**src/rtl/sync_timing_detect_if.sv**
```systemverilog
// Sync timing detector bus: incoming hsync/vsync from the sync source plus the
// recovered position counters, stored timing measurements and status pulses.
//   master : drives hsync/vsync, observes all results
//   slave  : the detector; samples hsync/vsync, drives all results
interface sync_timing_detect_if;
    localparam int unsigned CW = 16;

    logic          hsync;
    logic          vsync;
    logic [CW-1:0] hpos;
    logic [CW-1:0] vpos;
    logic [CW-1:0] h_total;
    logic [CW-1:0] h_sync_w;
    logic [CW-1:0] v_total;
    logic [CW-1:0] v_sync_w;
    logic          locked;
    logic          frame_start;
    logic          sync_err;

    modport master (
        output hsync, vsync,
        input  hpos, vpos, h_total, h_sync_w, v_total, v_sync_w,
        input  locked, frame_start, sync_err
    );

    modport slave (
        input  hsync, vsync,
        output hpos, vpos, h_total, h_sync_w, v_total, v_sync_w,
        output locked, frame_start, sync_err
    );
endinterface

```
**src/rtl/sync_timing_detect.sv**
```systemverilog
// Receive-side sync timing detector. Measures line period, hsync width, lines
// per frame and vsync width from active-high hsync/vsync, recovers hpos/vpos
// relative to the sync leading edges and declares lock after LOCK_FRAMES
// consecutive identical frames.
// Ports:
//   clk   pixel clock
//   nrst  asynchronous active-low reset
//   bus   slave side of sync_timing_detect_if
//         in : hsync, vsync
//         out: hpos, vpos, h_total, h_sync_w, v_total, v_sync_w (16 bit),
//              locked, frame_start (pulse), sync_err (pulse)
module sync_timing_detect #(
    parameter int unsigned LOCK_FRAMES = 2,
    parameter int unsigned MAX_HTOTAL  = 4095,
    parameter int unsigned MAX_VTOTAL  = 2047
) (
    input logic                 clk,
    input logic                 nrst,
    sync_timing_detect_if.slave bus
);

    localparam int unsigned CW = 16;
    localparam int unsigned MW = 4;

    typedef enum logic [1:0] {
        SEARCH = 2'd0,
        VERIFY = 2'd1,
        LOCKED = 2'd2
    } state_t;

    state_t        state, state_nxt;
    logic          hsync_d, vsync_d;
    logic          hrise, hfall, vrise, vfall;
    logic [CW-1:0] hpos, vpos, hwidth, vwidth;
    logic [CW-1:0] h_total, h_sync_w, v_total, v_sync_w;
    logic [CW-1:0] h_total_nxt, h_sync_w_nxt, v_total_nxt, v_sync_w_nxt;
    logic [CW-1:0] line_len, frame_len;
    logic [MW-1:0] match_cnt, match_cnt_nxt;
    logic [MW:0]   cnt_inc;
    logic          frame_bad, frame_bad_nxt;
    logic          mismatch, timeout;
    logic          locked, frame_start, sync_err, sync_err_nxt;

    // Edge detection against the previous-cycle sync levels
    assign hrise = bus.hsync & ~hsync_d;
    assign hfall = ~bus.hsync & hsync_d;
    assign vrise = bus.vsync & ~vsync_d;
    assign vfall = ~bus.vsync & vsync_d;

    // The edge cycle itself closes the line/frame being measured
    assign line_len  = hpos + CW'(1);
    assign frame_len = vpos + CW'(1);
    assign timeout   = (hpos == CW'(MAX_HTOTAL)) || (vpos == CW'(MAX_VTOTAL));

    // Free-running position and width counters, all saturating
    always_ff @(posedge clk or negedge nrst) begin
        if (!nrst) begin
            hsync_d <= 1'b0;
            vsync_d <= 1'b0;
            hpos    <= '0;
            vpos    <= '0;
            hwidth  <= '0;
            vwidth  <= '0;
        end else begin
            hsync_d <= bus.hsync;
            vsync_d <= bus.vsync;

            if (hrise) begin
                hpos <= '0;
            end else if (hpos != CW'(MAX_HTOTAL)) begin
                hpos <= hpos + CW'(1);
            end

            if (hrise) begin
                hwidth <= CW'(1);
            end else if (bus.hsync && (hwidth != '1)) begin
                hwidth <= hwidth + CW'(1);
            end

            // vrise wins over a coincident hrise: that line belongs to the old frame
            if (vrise) begin
                vpos <= '0;
            end else if (hrise && (vpos != CW'(MAX_VTOTAL))) begin
                vpos <= vpos + CW'(1);
            end

            if (vrise) begin
                vwidth <= '0;
            end else if (hrise && bus.vsync && (vwidth != '1)) begin
                vwidth <= vwidth + CW'(1);
            end
        end
    end

    // Lock FSM state and registered measurement/status outputs
    always_ff @(posedge clk or negedge nrst) begin
        if (!nrst) begin
            state       <= SEARCH;
            match_cnt   <= '0;
            frame_bad   <= 1'b0;
            h_total     <= '0;
            h_sync_w    <= '0;
            v_total     <= '0;
            v_sync_w    <= '0;
            locked      <= 1'b0;
            frame_start <= 1'b0;
            sync_err    <= 1'b0;
        end else begin
            state       <= state_nxt;
            match_cnt   <= match_cnt_nxt;
            frame_bad   <= frame_bad_nxt;
            h_total     <= h_total_nxt;
            h_sync_w    <= h_sync_w_nxt;
            v_total     <= v_total_nxt;
            v_sync_w    <= v_sync_w_nxt;
            locked      <= (state_nxt == LOCKED);
            frame_start <= vrise;
            sync_err    <= sync_err_nxt;
        end
    end

    // Next-state: load/compare measurements at each sync edge
    always_comb begin
        state_nxt     = state;
        match_cnt_nxt = match_cnt;
        frame_bad_nxt = frame_bad;
        h_total_nxt   = h_total;
        h_sync_w_nxt  = h_sync_w;
        v_total_nxt   = v_total;
        v_sync_w_nxt  = v_sync_w;
        sync_err_nxt  = 1'b0;
        mismatch      = 1'b0;
        cnt_inc       = {1'b0, match_cnt} + (MW+1)'(1);

        case (state)
            SEARCH: begin
                if (vrise) begin
                    state_nxt     = VERIFY;
                    match_cnt_nxt = '0;
                    frame_bad_nxt = 1'b0;
                    h_total_nxt   = '0;
                    h_sync_w_nxt  = '0;
                    v_total_nxt   = '0;
                    v_sync_w_nxt  = '0;
                end
            end

            VERIFY: begin
                if (timeout) begin
                    state_nxt = SEARCH;
                end else begin
                    // A zero stored value is an empty slot: load without complaint
                    if (hrise) begin
                        mismatch    = mismatch | ((h_total != '0) && (h_total != line_len));
                        h_total_nxt = line_len;
                    end
                    if (hfall) begin
                        mismatch     = mismatch | ((h_sync_w != '0) && (h_sync_w != hwidth));
                        h_sync_w_nxt = hwidth;
                    end
                    if (vrise) begin
                        mismatch    = mismatch | ((v_total != '0) && (v_total != frame_len));
                        v_total_nxt = frame_len;
                    end
                    if (vfall) begin
                        mismatch     = mismatch | ((v_sync_w != '0) && (v_sync_w != vwidth));
                        v_sync_w_nxt = vwidth;
                    end

                    if (mismatch) begin
                        match_cnt_nxt = '0;
                        frame_bad_nxt = 1'b1;
                    end

                    // Frame boundary: credit the completed frame if it stayed clean
                    if (vrise) begin
                        frame_bad_nxt = 1'b0;
                        if (!mismatch && !frame_bad) begin
                            match_cnt_nxt = cnt_inc[MW-1:0];
                            if (cnt_inc >= (MW+1)'(LOCK_FRAMES)) begin
                                state_nxt = LOCKED;
                            end
                        end
                    end
                end
            end

            LOCKED: begin
                mismatch = (hrise && (line_len != h_total))  ||
                           (hfall && (hwidth   != h_sync_w)) ||
                           (vrise && (frame_len != v_total)) ||
                           (vfall && (vwidth   != v_sync_w));
                if (mismatch || timeout) begin
                    state_nxt    = SEARCH;
                    sync_err_nxt = 1'b1;
                end
            end

            default: state_nxt = SEARCH;
        endcase
    end

    assign bus.hpos        = hpos;
    assign bus.vpos        = vpos;
    assign bus.h_total     = h_total;
    assign bus.h_sync_w    = h_sync_w;
    assign bus.v_total     = v_total;
    assign bus.v_sync_w    = v_sync_w;
    assign bus.locked      = locked;
    assign bus.frame_start = frame_start;
    assign bus.sync_err    = sync_err;

endmodule

```
**src/flat_wrapper.sv**
```systemverilog
// flat-port wrapper written by rule: the top's interface ports become plain ports
module sync_timing_detect_flat 
#(
    parameter int unsigned LOCK_FRAMES = 2,
    parameter int unsigned MAX_HTOTAL  = 4095,
    parameter int unsigned MAX_VTOTAL  = 2047
)
  (clk, nrst, bus_hsync, bus_vsync, bus_hpos, bus_vpos, bus_h_total, bus_h_sync_w, bus_v_total, bus_v_sync_w, bus_locked, bus_frame_start, bus_sync_err);
  sync_timing_detect_if bus_i ();
  input logic clk;
  input logic nrst;
  input wire logic [$bits(bus_i.hsync)-1:0] bus_hsync;
  input wire logic [$bits(bus_i.vsync)-1:0] bus_vsync;
  output wire logic [$bits(bus_i.hpos)-1:0] bus_hpos;
  output wire logic [$bits(bus_i.vpos)-1:0] bus_vpos;
  output wire logic [$bits(bus_i.h_total)-1:0] bus_h_total;
  output wire logic [$bits(bus_i.h_sync_w)-1:0] bus_h_sync_w;
  output wire logic [$bits(bus_i.v_total)-1:0] bus_v_total;
  output wire logic [$bits(bus_i.v_sync_w)-1:0] bus_v_sync_w;
  output wire logic [$bits(bus_i.locked)-1:0] bus_locked;
  output wire logic [$bits(bus_i.frame_start)-1:0] bus_frame_start;
  output wire logic [$bits(bus_i.sync_err)-1:0] bus_sync_err;
  assign bus_i.hsync = bus_hsync;
  assign bus_i.vsync = bus_vsync;
  assign bus_hpos = bus_i.hpos;
  assign bus_vpos = bus_i.vpos;
  assign bus_h_total = bus_i.h_total;
  assign bus_h_sync_w = bus_i.h_sync_w;
  assign bus_v_total = bus_i.v_total;
  assign bus_v_sync_w = bus_i.v_sync_w;
  assign bus_locked = bus_i.locked;
  assign bus_frame_start = bus_i.frame_start;
  assign bus_sync_err = bus_i.sync_err;
  sync_timing_detect #(.LOCK_FRAMES(LOCK_FRAMES), .MAX_HTOTAL(MAX_HTOTAL), .MAX_VTOTAL(MAX_VTOTAL)) u_core (.clk(clk), .nrst(nrst), .bus(bus_i));
endmodule
```
**config.mk**
```make
export PLATFORM = sky130hd
export DESIGN_NAME = sync_timing_detect_flat
export DESIGN_NICKNAME = d
export VERILOG_FILES = /design/src/rtl/sync_timing_detect_if.sv /design/src/rtl/sync_timing_detect.sv /design/src/flat_wrapper.sv
export SDC_FILE = /design/constraint.sdc
export NUM_CORES = 1
export LEC_CHECK = 0
export ABC_AREA = 1
export ABC_CLOCK_PERIOD_IN_PS = 2400
export BUFFER_PORTS_ARGS = -buffer_cell sky130_fd_sc_hd__buf_2
export CORE_MARGIN = 2
export CORE_UTILIZATION = 53
export CTS_CLUSTER_SIZE = 24
export DETAILED_ROUTE_END_ITERATION = 16
export HOLD_SLACK_MARGIN = 0.05
export PLACE_DENSITY_LB_ADDON = 0.08
export SLEW_MARGIN = 20
export SYNTH_ARGS = -nofsm -noshare
export SYNTH_HDL_FRONTEND = slang
export SYNTH_SLANG_ARGS = --single-unit
```
**constraint.sdc**
```tcl
create_clock -name clk -period 2.4 [get_ports clk]
set_input_delay 0.48 -clock clk [delete_from_list [all_inputs] [get_ports clk]]
set_output_delay 0.48 -clock clk [all_outputs]
set_load 0.1 [all_outputs]
```
== Word-level counts from Yosys, hierarchy flattened ==
Index checks and enable logic that the tools add are counted.
Word-level totals
  register bits: 140
  bits of input ports: 4
  output and inout port bits: 99
  logic and storage cells: 146
Operators by class
  add/sub/neg operators: 5
  magnitude comparators: 1
  equal/unequal tests: 24
  muxes and demuxes: 53
  bitwise operators: 11
  reductions and logical operators: 36
Operators with widths (count)
  $mux 16: 17
  $ne 16x16->1: 8
  $pmux 16 s2: 4
  $add 16x1->16 const B: 4
  $reduce_bool 16->1: 4
  $ne 16x16->1 const B: 2
  $mux 4: 5
  $reduce_and 4->1: 5
  $mux 1: 18
  $eq 16x11->1 const B: 1
  $eq 16x12->1 const B: 1
  $ne 16x11->1 const B: 1
  $ne 16x12->1 const B: 1
  $logic_and 1x1->1: 13
  $mux 2: 6
  $ne 2x1->1 const B: 5
  $reduce_bool 2->1: 5
  $pmux 4 s2: 1
  $pmux 2 s3: 1
  $add 4x1->5 const B: 1
  $ge 5x2->1 const B: 1
  $logic_or 1x1->1: 5
  $and 1x1->1: 4
  $eq 2x2->1 const B: 2
  other kinds (9): 15

== Longest topological paths before layout ==
Gate-level depths: netlist (run 1).
  depth after elaboration: 25
  depth in mapped cells: 20
  gate-level depth less buffers: 20

== Worst setup path before layout (run 1) ==
Ideal clock, no wire load.
  kind: flip-flop to flip-flop
  start point: register u_core.vpos[0] (netlist: u_core.bus.vpos[0])
  end point: register u_core.locked (netlist: u_core.bus.locked)
  setup time: 0.119 ns
  arrival: 2.830 ns
  required time: 2.281 ns
  slack: -0.549 ns
  stages on the path, launching flop included: 19
  buffers on the path: 0
  period minus slack after synthesis: 2.949 ns
  cell sequence: dfrtp_1 > ha_1 > nand2_1 > nor2_4 > nand2_1 > clkinv_1 > nand4_1 > nand2_1 > nand2_1 > nand3_1 > nor2_1 > nand2_1 > nand2_2 > nor2_2 > nor2_8 > nand2_1 > inv_2 > nand3_1 > nand2_1
On the way
  longest elaborated chain between the ends: 18
  elaborated cells on any way between the ends: 26
  those cells by class: add/sub (1); eq/ne (4); mux (11); bitwise (2); reduce/logical (8)
RTL lines
  from (decl): line sync_timing_detect.sv:34  | logic [CW-1:0] hpos, vpos, hwidth, vwidth;
  from (signal assigned): line sync_timing_detect.sv:84  | vpos <= vpos + CW'(1);
  $add 16x1->16: line sync_timing_detect.sv:52  | assign frame_len = vpos + CW'(1);
  $ne 16x16->1: line sync_timing_detect.sv:162, sync_timing_detect.sv:191
  $logic_and 1x1->1: line sync_timing_detect.sv:162  | mismatch = mismatch | ((v_total != '0) && (v_total != frame_len));
  $or 1x1->1: line sync_timing_detect.sv:162
  $mux 1: line sync_timing_detect.sv:161  | if (vrise) begin
  $mux 1: line sync_timing_detect.sv:149  | if (timeout) begin
  $mux 1: line sync_timing_detect.sv:135  | case (state)
  $or 1x1->1: line sync_timing_detect.sv:166  | mismatch = mismatch | ((v_sync_w != '0) && (v_sync_w != vwidth));
  [... 2 more ...]
  $mux 1: line sync_timing_detect.sv:135
  $logic_not 1->1: line sync_timing_detect.sv:178  | if (!mismatch && !frame_bad) begin
  $logic_and 1x1->1: line sync_timing_detect.sv:178
  $mux 2: line sync_timing_detect.sv:178
  $mux 2: line sync_timing_detect.sv:176  | if (vrise) begin
  $mux 2: line sync_timing_detect.sv:149
  $pmux 2 s3 *: line sync_timing_detect.sv:135
  $eq 2x2->1 *: line sync_timing_detect.sv:116  | locked <= (state_nxt == LOCKED);
  to (signal assigned): line sync_timing_detect.sv:116
  to (decl): line sync_timing_detect.sv:42  | logic locked, frame_start, sync_err, sync_err_nxt;
Mark *: on every way between the ends. The rest lies on a longest branch, timed or not. The select of a mux whose other input is x is not followed.
A chain may end at the register's enable or synchronous reset.

== Worst setup path in the final report (run 1) ==
  start point: register u_core.vpos[0] (netlist: u_core.bus.vpos[0])
  end point: register u_core.match_cnt[1]
On the way
  longest elaborated chain between the ends: 17
  elaborated cells on any way between the ends: 22
  those cells by class: add/sub (1); eq/ne (3); mux (11); bitwise (2); reduce/logical (5)
RTL lines
  $add 16x1->16: line sync_timing_detect.sv:52
  $ne 16x16->1: line sync_timing_detect.sv:162
  $logic_and 1x1->1: line sync_timing_detect.sv:162
  $or 1x1->1: line sync_timing_detect.sv:162
  $mux 1: line sync_timing_detect.sv:161
  $mux 1: line sync_timing_detect.sv:149
  $mux 1: line sync_timing_detect.sv:135
  $or 1x1->1: line sync_timing_detect.sv:166
  $mux 1: line sync_timing_detect.sv:165  | if (vfall) begin
  $mux 1: line sync_timing_detect.sv:149
  $mux 1: line sync_timing_detect.sv:135
  $logic_not 1->1: line sync_timing_detect.sv:178
  $logic_and 1x1->1: line sync_timing_detect.sv:178
  $mux 4: line sync_timing_detect.sv:178
  $mux 4: line sync_timing_detect.sv:176
  $mux 4: line sync_timing_detect.sv:149
  $pmux 4 s2: line sync_timing_detect.sv:135
  to (signal assigned): line sync_timing_detect.sv:110  | match_cnt <= match_cnt_nxt;
  to (decl): line sync_timing_detect.sv:38  | logic [MW-1:0] match_cnt, match_cnt_nxt;
Parallel ways exist; a longest one is shown, timed or not. The select of a mux whose other input is x is not followed.

==> results of run 1 <==
-- through the flow --
| step | cell area [sq um] | std cells | hold slack (ps) | util (%) | setup slack (ps) |
|---|---|---|---|---|---|
| floorplan | 7869 | 1038 | 184.4 | - | 2.084 |
| global placement | 8929 | 1353 | 475.0 | 61.90 | -76.73 |
| detailed placement | 8929 | 1353 | 482.7 | 61.90 | -127.5 |
| CTS | 9575 | 1387 | 59.28 | 66.39 | 6.022 |
| global route | 9767 | 1394 | 85.42 | 67.71 | -186.3 |
| finish | 9767 | 1394 | 37.11 | 67.71 | -38.65 |
-- worst reg2reg max path: stages (launching register included) --
cell,delay (ps)
sky130_fd_sc_hd__dfrtp_4,480
sky130_fd_sc_hd__ha_4,290
sky130_fd_sc_hd__inv_2,40
sky130_fd_sc_hd__nand2_1,50
sky130_fd_sc_hd__nand2_1,50
sky130_fd_sc_hd__nor2_1,80
sky130_fd_sc_hd__nand3_1,90
sky130_fd_sc_hd__nor2_1,110
sky130_fd_sc_hd__nand3_1,110
sky130_fd_sc_hd__nor2_2,160
sky130_fd_sc_hd__nand2_1,70
sky130_fd_sc_hd__nor2_1,130
sky130_fd_sc_hd__nand2_2,100
sky130_fd_sc_hd__nand2_4,100
sky130_fd_sc_hd__nor2_4,60
sky130_fd_sc_hd__nor2_8,150
sky130_fd_sc_hd__nand3_4,100
sky130_fd_sc_hd__nand2_2,90
sky130_fd_sc_hd__nand3_2,60
sky130_fd_sc_hd__nand2_1,70
-- cells in the final DEF (no fill, tap or decap), types with 11 or more instances in the layout --
cell,instances
sky130_fd_sc_hd__nand2_2,13
sky130_fd_sc_hd__nor2_4,11
sky130_fd_sc_hd__buf_4,52
sky130_fd_sc_hd__nand4_1,49
sky130_fd_sc_hd__inv_1,151
sky130_fd_sc_hd__nor2_1,60
sky130_fd_sc_hd__buf_2,101
sky130_fd_sc_hd__nor4_1,18
sky130_fd_sc_hd__nor2_2,13
sky130_fd_sc_hd__o21ai_0,45
sky130_fd_sc_hd__dfrtp_1,109
sky130_fd_sc_hd__o22ai_1,42
sky130_fd_sc_hd__nand3_1,87
sky130_fd_sc_hd__o21ai_1,23
sky130_fd_sc_hd__clkbuf_16,18
sky130_fd_sc_hd__nor3_1,23
sky130_fd_sc_hd__a21oi_1,22
sky130_fd_sc_hd__nand2_1,247
sky130_fd_sc_hd__dfrtp_2,22
-- metal layers --
metal  global-route usage (%)  up-vias  share of wire, %
li1                         -     3804                 -
met4                    9.477        0               2.0
met1                    40.19     3643                46
met3                    4.921       44               5.9
met5                        0        -                 0
met2                    44.60      266                47
-- final timing paths --
| path | startpoint | endpoint | slack, ps | depth (start not counted) |
|---|---|---|---|---|
| setup reg to reg | u_core.bus.vpos[0] | u_core.match_cnt[1] | -40 | 19 |
| max in group asynchronous | nrst | u_core.bus.vpos[1] | 1590 | 2 |
| hold reg to reg | u_core.hwidth[14] | u_core.hwidth[14] | 500 | 1 |
| setup / recovery | u_core.bus.vpos[0] | u_core.match_cnt[1] | -40 | 19 |
| hold / removal | nrst | u_core.bus.h_sync_w[8] | 40 | 1 |
| min in group clk | bus_vsync | u_core.vsync_d | 210 | 1 |
-- power groups by stage --
stage,logic (W),registers [W],clock network [W]
6_report,0.00314,0.00278,0.00256
5_1_grt,0.00336,0.00280,0.00272
4_1_cts,0.00294,0.00277,0.00259
3_5_place_dp,0.00286,0.00281,0
3_3_place_gp,0.00284,0.00280,0
2_1_floorplan,0.00122,0.00365,0
-- state kept, by name, summed over array words and instances (netlist names) --
register,cells
u_core.bus.h_sync_w,16
u_core.bus.h_total,16
u_core.bus.frame_start,1
u_core.bus.vpos,16
u_core.state,2
u_core.match_cnt,4
u_core.bus.v_sync_w,16
u_core.hsync_d,1
u_core.bus.locked,1
u_core.frame_bad,1
u_core.bus.hpos,16
u_core.bus.v_total,16
u_core.vwidth,16
u_core.vsync_d,1
u_core.bus.sync_err,1
u_core.hwidth,16
-- what timing repair did --
item / 4_1_cts / 5_1_grt
buffers inserted: 1 / 6
pin swaps: 3 / 25
cloned: 1 / 1
setup endpoints to repair: 37 / 58
gates resized for setup: 15 / 31
-- layout make-up --
type	count	area (sq um)	area share, %
inverter	162	609.3	6.239
clock inverter	7	87.58	0.8967
clock buffer	25	485.5	4.971
timing repair buffer	159	1003	10.27
tap	184	230.2	2.357
sequential	140	3565	36.50
multi-input combinational	717	3786	38.77
-- cell families (layout without fill, tap and decap cells) --
logic type      Yosys count  after routing  share of synthesized area [%]
buf+inv                 182            353                          8.877
xor+xnor                 15             15                          2.223
compound gates          155            155                          11.37
fa+ha+maj                 6              6                         0.9666
simple gates            540            541                          31.45
flops                   140            140                          45.11
==> results.txt, run 1 <==
The run finished, with violations left. The checks that failed: negative setup slack. Cells with a size suffix above 1 make up 23.47% of the layout.

The maximum clock rate is 410.1 MHz, and the weighted congestion at the end of routability-driven global placement is 0.9257. The post-synthesis instance area was 7766 sq um. During synthesis, Yosys emitted a total of 0 warnings. Clock period minus final worst setup slack: 2439 ps. The total CTS buffers was 17; the number of enable-type register cells in the synthesized netlist was 0. Summed over its instances, the top area cell type makes up 45.11% of the synthesized netlist area.

Nature of the critical path startpoint: a register. The number of global-route vias before repair is 7366, and the count of state elements after synthesis is 140. Routed wire length per instance: 15.58 um. The clock arrives with 8.295 ps of skew. The largest total area in the synthesized netlist belongs to sky130_fd_sc_hd__dfrtp_1.

Headroom to the max-slew limit came out at 61.25%. In this run, the combinational gates consume 37.0% of the power. The kind of cell with the highest combined delay along the critical path is simple AND/OR/NAND/NOR gates. The worst setup path is captured at a register. Number of antenna diodes: 0.

The critical-path cell with the highest stage delay was sky130_fd_sc_hd__dfrtp_4. Entering global routing, the biggest net connects 63 pins. Ranked by total cell area, the synthesized netlist is headed by sky130_fd_sc_hd__dfrtp_1, sky130_fd_sc_hd__nand2_1, sky130_fd_sc_hd__inv_1.

The tools report the number of fillers in the final layout as 1253. Critical path buffer and inverter count: 1. The H-tree was split into 4 levels. Data on the critical path is required at its endpoint by 2760 ps. Counting flops with an async set or reset pin after synthesis yields a share of 100.0%. The analysis attributes to net switching a power of 0.003475 W.

Traced cell by cell, the critical path runs through ha_4, inv_2, nand2_1, nand2_1, nor2_1, nand3_1, nor2_1, nand3_1, nor2_2, nand2_1, nor2_1, nand2_2, nand2_4, nor2_4, nor2_8, nand3_4, nand2_2, nand3_2, nand2_1. The most numerous cell type found on the critical path is sky130_fd_sc_hd__nand2_1. The detailed-routing iteration count for the pre-antenna-repair pass is 5.

In the routed design, unresolved DRC markers number 0. The tree is rooted in a sky130_fd_sc_hd__clkbuf_16. For the global-route wire length before repair, the log shows 36160 um.

Overall routing resource usage: 28.36%. Total wirelength of the detailed-routed design: 21710 um. The tools report the worst path setup slack after routing as -38.65 ps. Setup violations remaining at the end of the flow were counted as 7. The final critical path takes up 101.6% of the cycle. TritonCTS built the clock tree. The class of the tightest hold or removal check was input pin to async pin. The run gives 0 as the number of buffers inserted by hold repair at cts. The HPWL after detailed placement is 15580 um.

The number of nets handed over by synthesis was 1048. In this run, the clock network consumes 30.2% of the power. The initial core utilization was 53.84%.

The sum of negative setup slack is -107.3 ps, and the stage delay of the slowest cell on the critical path is 480 ps. The maximum fanout along the worst path works out to 5. Port buffering added 102 buffers. The switching part of the total was 41.00%. The tools report the final count of pins violating max slew as 0. The synthesized instance count is 1038. The commonest cells after synthesis are sky130_fd_sc_hd__nand2_1, sky130_fd_sc_hd__inv_1, sky130_fd_sc_hd__dfrtp_1, sky130_fd_sc_hd__nand3_1, sky130_fd_sc_hd__nor2_1. The run gives 0 as the number of antenna violations at the first check in global routing. The most used flip-flop cell after synthesis is sky130_fd_sc_hd__dfrtp_1.

The internal power of the cells totals 0.005001 W. The number of DRC markers after the initial detailed-route iteration is 650, and the synthesized area divided by synthesized cell count is 7.482 sq um. The worst-case IR drop observed on VDD is 0.7956 mV. The most numerous cell in the Yosys netlist is sky130_fd_sc_hd__nand2_1. The tools report the arrival time reported for the critical path endpoint as 2800 ps. The logs give 0 for the number of maximum-capacitance violations and 1207 for the total number of nets in the final design. The tools report the number of placed I/O pins as 103.

The die covers 15640 sq um. The slew at the pin with the worst max-slew slack is 579.8 ps, and the number of nets with antenna violations after detailed routing is 0. The clock passes through at most 2 buffers. The count of final hold-check violations is 0. Detailed routing inserted a total of 7757 vias. Measured along the y axis, the die boundary spans 125.1 um. Sequential cells burn 32.7% of the power. The logs give 420 ps for the source-to-sink clock delay at the later pin of the worst-skew pair and 0.008476 W for the total power draw. The average via count per standard cell came out at 5.565.

For this run, the register share of the synthesized area comes to 45.11%. Summed over all cells, the static leakage comes to 4.748 nW. The clock slew seen by the registers of the worst setup and hold paths is 60 ps. Relative to the synthesized area, the layout overhead comes to 25.76%. For this design the ratio of total power to cell area is 867.9 nW/um^2.

Summed over all layers, the global routing overflow is 0. The standard-cell row count was 44. Width of the die: 125.1 um. The count of cell types in the netlist is 39, and the area of the core region is 14420 sq um.

The count of clock tree sinks was 140. The critical path class is register to register. Setup repair after global routing could not meet its margin everywhere.
Power figures use the tool's default switching activity.
==> run 2: changes to the inputs <==
PLACE_DENSITY = 0.74   (was not set)
PLACE_DENSITY_LB_ADDON = not set   (was 0.08)
==> results.txt, run 2 (same netlist as run 1, synthesis figures left out) <==
The flow ran to the end, but the final reports show violations. The final reports fail on negative setup slack. The number of antenna violations at the first check in global routing was 0 (unchanged); the total CTS buffers was 17 (unchanged). The cell count of the worst reg-to-reg path works out to 19 (unchanged). The number of fillers in the final layout was 1206 (-3.8%).

The logs give 15630 um (+0.28%) for the total half-perimeter wirelength after legalization and detailed placement and 8.437 ps (+0.1420 ps) for the largest clock skew in the final design. The logs give 36020 um (-0.40%) for the global-route wire length before repair and -10 ps (+30 ps) for the setup slack of the worst register-to-register path. In this run the critical register-to-register path is launched from u_core.bus.vpos[1]. The source-to-sink clock delay at the later pin of the worst-skew pair was 430 ps (about the same). The tools report the maximum level of the CTS H-tree as 4 (unchanged).

The logs give 0.9800 (+5.9%) for the weighted congestion at the end of routability-driven global placement and 28.35% (about the same) for the overall routing resource usage. For the worst path setup slack after routing, the log shows -13.14 ps (+25.51 ps). The total global routing overflow was 0 (unchanged); the required time at the endpoint of the critical path was 2770 ps (about the same). Buffer levels on the longest clock path: 2 (unchanged). The clock period minus final worst setup slack is 2413 ps (-25.51 ps), and the total instance count after detailed placement is 1345 (-0.59%). Compared with the post-synthesis result, the final layout area differs by 26.74%. The critical path class is register to register.

The run gives 7379 (+0.18%) as the number of global-route vias before repair. STA classifies the critical path startpoint as a register. The commonest non-fill, non-tap cell in the layout was sky130_fd_sc_hd__nand2_1. The pin count of the biggest net entering global routing is 53 (-16%), and the fraction of layout cells with a size suffix above 1 is 23.28% (-0.20 points). The average via count per standard cell was 5.722 (+2.8%); the total power draw was 0.008880 W (+4.8%). Number of antenna diodes: 0 (unchanged).

Die height: 125.1 um (unchanged). TritonCTS built the clock tree. The count of final hold-check violations came out at 0 (unchanged). For the count of clock tree sinks, the log shows 140 (unchanged). The count of input and output buffers works out to 102 (unchanged). The tools report the number of nets with antenna violations after detailed routing as 0 (unchanged). The logs give 14420 sq um (unchanged) for the area of the core region and 6 (+1) for the detailed-routing iteration count for the pre-antenna-repair pass. Number of placed I/O pins: 103 (unchanged). Setup repair after global routing could not meet its margin everywhere. The number of maximum-capacitance violations was 0 (unchanged); the instance count along the most critical hold path was 1. The worst slew margin relative to its limit is 64.46% (+3.2 points). The slew at the pin with the worst max-slew slack came out at 528.2 ps (-51.61 ps).

Final standard cell utilization of the core: 68.24% (+0.53 points). The area of the die is 15640 sq um (unchanged). The run gives 759 (+17%) as the number of DRC markers after the initial detailed-route iteration. Reg-to-reg critical path endpoint: u_core.match_cnt[0].

Final count of pins violating max slew: 0 (unchanged). The logs give 7936 (+2.3%) for the total number of vias and -13.14 ps (+94.19 ps) for the sum of negative setup slack. The clock slew seen by the registers of the worst setup and hold paths came out at 60 ps (about the same). Endpoint type of the worst setup path: a register. Non-filler instance count after layout: 1387 (-0.50%). The top cell types in the final layout, fill and taps aside, are sky130_fd_sc_hd__nand2_1, sky130_fd_sc_hd__inv_1, sky130_fd_sc_hd__dfrtp_1.

The maximum clock rate is 414.4 MHz (+1.1%). The startpoint identified for the worst hold timing path is bus_vsync. Total number of nets in the final design: 1200 (-0.58%).

Clock tree synthesis selected as its root buffer the cell sky130_fd_sc_hd__clkbuf_16. The standard-cell row count was 44 (unchanged). The tools report the peak supply drop as 0.9322 mV (+17%).

The routed wire length per instance came out at 16.00 um (+2.7%). The worst hold path belongs to the class input pin to register. The run gives 53.84% (unchanged) as the initial core utilization. The final setup violation count was 1 (-6). The tools report the leakage component of the power as 4.750 nW (about the same).

Hold-critical path endpoint: u_core.vsync_d. The final critical-path share of the clock period was 100.5% (-1.1 points). For the count of unresolved DRC violations after routing, the log shows 0 (unchanged). The maximum fanout along the worst path was 6 (+1); the total wirelength of the detailed-routed design was 22200 um (+2.2%).

For the arrival time reported for the critical path endpoint, the log shows 2780 ps (-20 ps). The width of the die is 125.1 um (unchanged). The power density of the placed cells is 902.1 nW/um^2 (+3.9%).
-- run 2: cell types whose count changed in the layout (fill, tap and decap cells not counted), moves of 3 or more --
cell | previous run | this run
sky130_fd_sc_hd__buf_12 | 3 | 7
sky130_fd_sc_hd__buf_4 | 52 | 38
sky130_fd_sc_hd__clkbuf_1 | 5 | 1
sky130_fd_sc_hd__nand2_1 | 247 | 241
sky130_fd_sc_hd__nand2_2 | 13 | 20
sky130_fd_sc_hd__nand3_1 | 87 | 90
sky130_fd_sc_hd__nand3_2 | 8 | 5
sky130_fd_sc_hd__nor2_2 | 13 | 10
-- run 2: worst max path at each step --
| stage | start | end | slack [ps] | cells past startpoint |
|---|---|---|---|---|
| finish | u_core.bus.vpos[1] | u_core.match_cnt[0] | -10 | 19 |
| floorplan | u_core.bus.vpos[6] | u_core.bus.locked | 2 | 18 |
| CTS | u_core.bus.hpos[1] | u_core.bus.locked | -0.2 | 20 |
| global route | u_core.bus.vpos[0] | u_core.match_cnt[2] | -150 | 20 |
| detailed placement | u_core.bus.vpos[0] | u_core.bus.v_sync_w[13] | -200 | 14 |
| global placement | u_core.bus.vpos[0] | u_core.bus.h_total[15] | -90 | 13 |
-- run 2: repair_timing --
action,4_1_cts,5_1_grt
gates resized for setup,8,43
hold buffers,1,0
pin swaps,1,18
gates cloned,1,1
endpoints found under the hold margin,48,0
setup endpoints to repair,37,85
setup buffers,2,5
-- run 2: critical path, cell delays in order (launching register included) --
cell and delay [ps]:
sky130_fd_sc_hd__dfrtp_4 430, sky130_fd_sc_hd__buf_4 120, sky130_fd_sc_hd__nand2_1 80, sky130_fd_sc_hd__nor2_4 190, sky130_fd_sc_hd__nand2_2 110, sky130_fd_sc_hd__nand2_1 120, sky130_fd_sc_hd__nand3_1 80, sky130_fd_sc_hd__nand2_1 80
sky130_fd_sc_hd__nand3_1 80, sky130_fd_sc_hd__nor2_1 140, sky130_fd_sc_hd__nand2_1 80, sky130_fd_sc_hd__nor2_1 90, sky130_fd_sc_hd__nand2_1 100, sky130_fd_sc_hd__nand2_2 100, sky130_fd_sc_hd__nor2_4 70, sky130_fd_sc_hd__nor2_8 150
sky130_fd_sc_hd__nand3_4 100, sky130_fd_sc_hd__nand2_2 90, sky130_fd_sc_hd__nand3_2 70, sky130_fd_sc_hd__nand2_1 60
-- run 2: metal layers --
metal,up-vias,GRT usage [%],routed length (um)
met5,-,0,0
met1,3742,38.70,9552
met3,57,5.563,1657
met4,0,10.13,536
met2,352,45.43,10450
li1,3785,-,-
-- run 2: area by class of cell --
cell class	instances	area (sq um)	area share, %
multi-input combinational	717	3804	38.64
clock buffer	20	456.7	4.640
tap	184	230.2	2.339
inverter	162	608.1	6.178
timing repair buffer	152	1011	10.27
clock inverter	12	168.9	1.716
sequential	140	3565	36.21
-- run 2: report_power, final --
group / internal, W / leakage (nW) / switching, W / total (W)
registers: 0.00256 / 1.87 / 0.000210 / 0.00277
logic: 0.000942 / 2.57 / 0.00235 / 0.00330
clock network: 0.00178 / 0.306 / 0.00102 / 0.00281
total: 0.00529 / 4.75 / 0.00359 / 0.00888
-- run 2: per-stage QoR --
stage	area, sq um	hold WS (ps)	setup slack, ps
after floorplan	7869	184.4	2.084
after global placement	8894	465.5	-92.92
after detailed placement	8894	461.1	-204.5
after CTS	9588	206.8	-0.1819
after global routing	9843	224.4	-146.9
final	9843	218.2	-13.14
